File: src/rtl/operand_fetch_unit_pkg.sv
// Shared definitions for the operand fetch unit: FSM state encoding and
// default sizing of the A/B register read buses.
package operand_fetch_unit_pkg;

  localparam int DEFAULT_NUM_REGS = 16;
  localparam int DEFAULT_IDX_W    = 4;
  localparam int DEFAULT_DATA_W   = 32;

  typedef enum logic [1:0] {
    IDLE   = 2'd0,
    SELECT = 2'd1,
    HOLD   = 2'd2
  } fetch_state_t;

endpackage

File: src/rtl/operand_fetch_unit_if.sv
// Request, register-bus and operand signals of the operand fetch unit.
// The master side is the fetch unit; the slave side is its environment.
interface operand_fetch_unit_if
  import operand_fetch_unit_pkg::*;
#(
  parameter int NUM_REGS = DEFAULT_NUM_REGS,
  parameter int IDX_W    = DEFAULT_IDX_W,
  parameter int DATA_W   = DEFAULT_DATA_W
);

  logic                req_valid;
  logic                req_ready;
  logic [IDX_W-1:0]    req_idx_a;
  logic [IDX_W-1:0]    req_idx_b;
  logic [NUM_REGS-1:0] cs_a;
  logic [NUM_REGS-1:0] cs_b;
  logic [DATA_W-1:0]   bus_a;
  logic [DATA_W-1:0]   bus_b;
  logic [DATA_W-1:0]   op_a;
  logic [DATA_W-1:0]   op_b;
  logic                op_valid;
  logic                op_ready;
  logic                op_err;

  modport master (
    input  req_valid, req_idx_a, req_idx_b, bus_a, bus_b, op_ready,
    output req_ready, cs_a, cs_b, op_a, op_b, op_valid, op_err
  );

  modport slave (
    output req_valid, req_idx_a, req_idx_b, bus_a, bus_b, op_ready,
    input  req_ready, cs_a, cs_b, op_a, op_b, op_valid, op_err
  );

endinterface

File: src/rtl/operand_fetch_unit_onehot_decoder.sv
// Turns a register index into one-hot chip-select lines, suppressing the
// hard-wired zero register and flagging indices beyond the register bank.
module onehot_decoder
  import operand_fetch_unit_pkg::*;
#(
  parameter int NUM_REGS = DEFAULT_NUM_REGS,
  parameter int IDX_W    = DEFAULT_IDX_W,
  parameter int ZERO_REG = 1
) (
  input  logic [IDX_W-1:0]    idx,
  input  logic                en,
  output logic [NUM_REGS-1:0] onehot,
  output logic                out_of_range
);

  logic selectable;

  always_comb begin
    out_of_range = ({{(32-IDX_W){1'b0}}, idx} >= NUM_REGS);
    selectable   = en && !out_of_range && !((ZERO_REG != 0) && (idx == '0));
    onehot       = '0;
    for (int i = 0; i < NUM_REGS; i++) begin
      onehot[i] = selectable && (idx == IDX_W'(i));
    end
  end

endmodule

File: src/rtl/operand_fetch_unit.sv
// Read-side master for the dual-read-port register bank: selects the two
// requested registers for one cycle and hands the sampled operands onward.
module operand_fetch_unit
  import operand_fetch_unit_pkg::*;
#(
  parameter int NUM_REGS = DEFAULT_NUM_REGS,
  parameter int IDX_W    = DEFAULT_IDX_W,
  parameter int DATA_W   = DEFAULT_DATA_W,
  parameter int ZERO_REG = 1
) (
  input logic                  clk,
  input logic                  rst_n,
  operand_fetch_unit_if.master ofu
);

  fetch_state_t        state;
  logic                req_ready;
  logic                accept;
  logic [NUM_REGS-1:0] dec_a;
  logic [NUM_REGS-1:0] dec_b;
  logic                oor_a;
  logic                oor_b;
  logic [NUM_REGS-1:0] cs_a_q;
  logic [NUM_REGS-1:0] cs_b_q;
  logic                err_pend;
  logic [DATA_W-1:0]   op_a_q;
  logic [DATA_W-1:0]   op_b_q;
  logic                op_valid_q;
  logic                op_err_q;

  assign req_ready = (state == IDLE) || ((state == HOLD) && ofu.op_ready);
  assign accept    = ofu.req_valid && req_ready;

  // Decoding happens on the accepting edge so cs comes straight from flops.
  onehot_decoder #(.NUM_REGS(NUM_REGS), .IDX_W(IDX_W), .ZERO_REG(ZERO_REG)) u_dec_a (
    .idx          (ofu.req_idx_a),
    .en           (accept),
    .onehot       (dec_a),
    .out_of_range (oor_a)
  );

  onehot_decoder #(.NUM_REGS(NUM_REGS), .IDX_W(IDX_W), .ZERO_REG(ZERO_REG)) u_dec_b (
    .idx          (ofu.req_idx_b),
    .en           (accept),
    .onehot       (dec_b),
    .out_of_range (oor_b)
  );

  // A suppressed select leaves the bus floating, so its operand reads as zero.
  always_ff @(posedge clk or negedge rst_n) begin
    if (!rst_n) begin
      state      <= IDLE;
      cs_a_q     <= '0;
      cs_b_q     <= '0;
      err_pend   <= 1'b0;
      op_a_q     <= '0;
      op_b_q     <= '0;
      op_valid_q <= 1'b0;
      op_err_q   <= 1'b0;
    end else begin
      case (state)
        IDLE: begin
          if (ofu.req_valid) begin
            cs_a_q   <= dec_a;
            cs_b_q   <= dec_b;
            err_pend <= oor_a || oor_b;
            state    <= SELECT;
          end
        end
        SELECT: begin
          op_a_q     <= (|cs_a_q) ? ofu.bus_a : '0;
          op_b_q     <= (|cs_b_q) ? ofu.bus_b : '0;
          op_err_q   <= err_pend;
          op_valid_q <= 1'b1;
          cs_a_q     <= '0;
          cs_b_q     <= '0;
          state      <= HOLD;
        end
        HOLD: begin
          if (ofu.op_ready) begin
            op_valid_q <= 1'b0;
            if (ofu.req_valid) begin
              cs_a_q   <= dec_a;
              cs_b_q   <= dec_b;
              err_pend <= oor_a || oor_b;
              state    <= SELECT;
            end else begin
              state <= IDLE;
            end
          end
        end
        default: begin
          cs_a_q     <= '0;
          cs_b_q     <= '0;
          op_valid_q <= 1'b0;
          state      <= IDLE;
        end
      endcase
    end
  end

  assign ofu.req_ready = req_ready;
  assign ofu.cs_a      = cs_a_q;
  assign ofu.cs_b      = cs_b_q;
  assign ofu.op_a      = op_a_q;
  assign ofu.op_b      = op_b_q;
  assign ofu.op_valid  = op_valid_q;
  assign ofu.op_err    = op_err_q;

endmodule

File: src/flat_wrapper.sv
// flat-port wrapper written by rule: the top's interface ports become plain ports
module operand_fetch_unit_flat import operand_fetch_unit_pkg::*;
#(
  parameter int NUM_REGS = DEFAULT_NUM_REGS,
  parameter int IDX_W    = DEFAULT_IDX_W,
  parameter int DATA_W   = DEFAULT_DATA_W,
  parameter int ZERO_REG = 1
)
  (clk, rst_n, ofu_req_valid, ofu_req_idx_a, ofu_req_idx_b, ofu_bus_a, ofu_bus_b, ofu_op_ready, ofu_req_ready, ofu_cs_a, ofu_cs_b, ofu_op_a, ofu_op_b, ofu_op_valid, ofu_op_err);
  operand_fetch_unit_if #(.NUM_REGS(NUM_REGS), .IDX_W(IDX_W), .DATA_W(DATA_W)) ofu_i ();
  input logic clk;
  input logic rst_n;
  input wire logic [$bits(ofu_i.req_valid)-1:0] ofu_req_valid;
  input wire logic [$bits(ofu_i.req_idx_a)-1:0] ofu_req_idx_a;
  input wire logic [$bits(ofu_i.req_idx_b)-1:0] ofu_req_idx_b;
  input wire logic [$bits(ofu_i.bus_a)-1:0] ofu_bus_a;
  input wire logic [$bits(ofu_i.bus_b)-1:0] ofu_bus_b;
  input wire logic [$bits(ofu_i.op_ready)-1:0] ofu_op_ready;
  output wire logic [$bits(ofu_i.req_ready)-1:0] ofu_req_ready;
  output wire logic [$bits(ofu_i.cs_a)-1:0] ofu_cs_a;
  output wire logic [$bits(ofu_i.cs_b)-1:0] ofu_cs_b;
  output wire logic [$bits(ofu_i.op_a)-1:0] ofu_op_a;
  output wire logic [$bits(ofu_i.op_b)-1:0] ofu_op_b;
  output wire logic [$bits(ofu_i.op_valid)-1:0] ofu_op_valid;
  output wire logic [$bits(ofu_i.op_err)-1:0] ofu_op_err;
  assign ofu_i.req_valid = ofu_req_valid;
  assign ofu_i.req_idx_a = ofu_req_idx_a;
  assign ofu_i.req_idx_b = ofu_req_idx_b;
  assign ofu_i.bus_a = ofu_bus_a;
  assign ofu_i.bus_b = ofu_bus_b;
  assign ofu_i.op_ready = ofu_op_ready;
  assign ofu_req_ready = ofu_i.req_ready;
  assign ofu_cs_a = ofu_i.cs_a;
  assign ofu_cs_b = ofu_i.cs_b;
  assign ofu_op_a = ofu_i.op_a;
  assign ofu_op_b = ofu_i.op_b;
  assign ofu_op_valid = ofu_i.op_valid;
  assign ofu_op_err = ofu_i.op_err;
  operand_fetch_unit #(.NUM_REGS(NUM_REGS), .IDX_W(IDX_W), .DATA_W(DATA_W), .ZERO_REG(ZERO_REG)) u_core (.clk(clk), .rst_n(rst_n), .ofu(ofu_i));
endmodule
File: config.mk
export PLATFORM = sky130hd
export DESIGN_NAME = operand_fetch_unit_flat
export DESIGN_NICKNAME = d
export VERILOG_FILES = /design/src/rtl/operand_fetch_unit_pkg.sv /design/src/rtl/operand_fetch_unit_if.sv /design/src/rtl/operand_fetch_unit_onehot_decoder.sv /design/src/rtl/operand_fetch_unit.sv /design/src/flat_wrapper.sv
export SDC_FILE = /design/constraint.sdc
export NUM_CORES = 1
export LEC_CHECK = 0
export CAP_MARGIN = 10
export CORE_MARGIN = 3
export CORE_UTILIZATION = 40
export CTS_CLUSTER_SIZE = 10
export DETAILED_ROUTE_END_ITERATION = 16
export PLACE_DENSITY_LB_ADDON = 0.25
export SLEW_MARGIN = 30
export SYNTH_ARGS = -nofsm -noshare
export SYNTH_HDL_FRONTEND = slang
export SYNTH_SLANG_ARGS = --single-unit
File: constraint.sdc
create_clock -name clk -period 2.2 [get_ports clk]
set_clock_uncertainty 0.2 [all_clocks]
set_input_delay 0.22 -clock clk [delete_from_list [all_inputs] [get_ports clk]]
set_output_delay 0.22 -clock clk [all_outputs]
set_load 0.005 [all_outputs]
==> run summary <==
Initial antenna violation count: 0
Post-cts repair resize count: 0
Row Count: 35
Critical Path Sink: ofu_req_ready
Port Buffers: 173
Reg clk slew, reported paths: 90 ps
Synth top area cells: dfrtp_1 (64%), a22o_1 (14%), a32o_1 (7.4%)
Status: complete, no violations
RSZ-0062 raised after global routing: no
Power per cell area: 916 nW/um2
Max-slew violation count: 0
YS warnings: 0
F_max: 0.509 GHz
Via count: 2937
CTS buffer count: 9
Vert. Die Dim: 105 um
Nets@finish: 504
Core ar.: 9370 um2
Routed vias/inst: 5.24
Slew margin rel.: 62.0%
Initial core utilization: 41.6%
R2R Setup Slk: 360 ps
Period utilization: 89.3%
Crit. path cell count: 3
CP startpoint: u_core.state[0]
Endpoints failing hold: 0
Largest area contributor in the netlist: dfrtp_1
FF-to-FF End: u_core.ofu.op_a[31]
CP Launch Type: flop
Die span in x: 105 um
Critical path endpoint category: output port
Post-Syn Nets: 331
Worst-path maximum fanout: 8
Ys async rst share: 100%
R2r worst-path depth: 4
Required time of the critical path: 1780 ps
Post-synth top area share: 63.5%
Max stage delay cell, worst path: clkdlybuf4s50_1
Post-DP HPWL: 7.50 mm
Vias in the first global route: 3139
VDD IR-drop max: 0.459 mV
# setup viols final: 0
Share of cells above drive strength 1: 9.72%
Worst-Skew Late Latency: 340 ps
Setup tns final: 0 ps
Routed WL: 10.3 mm
Synthesis-to-layout area growth: 53.2%
# DRC: 0
Iteration-0 DRC Markers: 135
Ys flop type: dfrtp_1
Clock sink count: 99
WP data arrival: 1550 ps
H-tree depth: 3
Cell Area, Synth: 3900 um2
Hold crit path type: input pin to async pin
Delay of the slowest critical-path stage: 510 ps
Clock buffer depth: 2
Pin count of the biggest net entering global routing: 49
Worst slew pin tran: 565 ps
1st-pass router iterations: 4
Total power: 0.00547 W
Synthesized instance count: 255
Most common cell in the netlist: dfrtp_1
Critical path type: flop to output port
Commonest cells in the synthesized netlist: dfrtp_1 (99), a22o_1 (61), a32o_1 (29)
Post-CTS Setup Inserts: 0
Avg WL per Cell: 18.4 um
Top delay family on crit path: buffers and inverters
Die area: 11000 um2
Yosys reg bits: 99
Register area share after synthesis: 63.5%
Max-cap viol count: 0
CTS tree: done
RR Startpoint: u_core.ofu.cs_a[10]
Ant diodes: 0
Minimum clock period: 1970 ps
Mean Syn Cell Area: 15.3 um2
Antenna viol nets, final: 0
Netlist cell types: 23
First-pass GRT wire length: 16.9 mm
Io pins: 175
Total gr overflow: 0
Root buffer cell: clkbuf_8
Post-synth EDFFs: 0
CP cell instances: buf_4, nor2_1, clkdlybuf4s50_1
Lkg Pwr: 2.57 nW
Buf+Inv Stages, Crit Path: 2
Gpl congestion: 0.807
GRT Overall Usage: 19.0%
-- flip-flops by register name, summed over array words and instances, names as in the netlist --
signal,count
u_core.ofu.op_a,32
u_core.ofu.op_b,32
u_core.ofu.cs_a,16
u_core.ofu.cs_b,16
u_core.state,2
u_core.ofu.op_valid,1
-- through the flow --
stage / std cells / hold WS, ps / setup WS, ps / utilization (%) / area [um2]
floorplan: 255 / -276 / 637 / - / 3900
global placement: 544 / -32.5 / 285 / 61.1 / 5720
detailed placement: 544 / -26.2 / 244 / 61.1 / 5720
CTS: 560 / 133 / 193 / 63.5 / 5950
global route: 561 / 174 / 105 / 63.8 / 5970
finish: 561 / 146 / 235 / 63.8 / 5970
-- timing repair --
| item | 4_1_cts | 5_1_grt |
|---|---|---|
| hold endpoints to repair | 75 | 0 |
| setup endpoints to repair | 0 | 0 |
| hold buffers | 1 | 0 |
-- power breakdown --
group / internal, W / switching (W) / total (W)
Sequential: 0.00222 / 0.000250 / 0.00247
Combinational: 0.00116 / 0.000588 / 0.00175
Clock: 0.000639 / 0.000610 / 0.00125
Total: 0.00402 / 0.00145 / 0.00547
-- layout make-up --
cell class                      count  area, um2
Timing Repair Buffer              183       1840
Clock inverter                      6       90.1
Tap cell                          129        161
Fill cell                         746       3400
Clock buffer                        9        124
Multi-Input combinational cell    135       1280
Sequential cell                    99       2480
-- worst min path at each step --
stage	startpoint	end	depth (start not counted)
floorplan	rst_n	u_core.ofu.cs_a[0]	0
global placement	rst_n	u_core.ofu.cs_a[15]	1
detailed placement	rst_n	u_core.ofu.cs_a[4]	1
CTS	rst_n	u_core.ofu.op_valid	2
global route	rst_n	u_core.ofu.cs_a[4]	2
finish	rst_n	u_core.ofu.cs_a[4]	2
-- layer usage --
layer,vias to the layer above,global-route usage [%],wire (um)
met2,102,32.2,5260
met5,-,0,0
met4,0,6.28,142
met1,1477,24.6,4450
met3,8,3.58,468
li1,1350,-,-
-- logic make-up after synthesis --
logic type,synth area share (%)
AO/OA/AOI/OAI,24.0
buffers and inverters,3.69
flip-flops,63.5
other,0.0962
AND/OR/NAND/NOR,8.66
-- cell usage in the layout (no fill, tap or decap), types with 2 or more instances in the layout --
cell and instances:
buf_4 8, nor2_1 5, dfrtp_1 99, and2_1 6, a41oi_4 2, bufinv_16 2
a32o_1 29, nor4_4 8, clkdlybuf4s50_1 172, nand2_1 2, clkbuf_8 9, nor2b_1 9
a22o_2 4, a22o_1 61
Power figures use the tool's default switching activity.
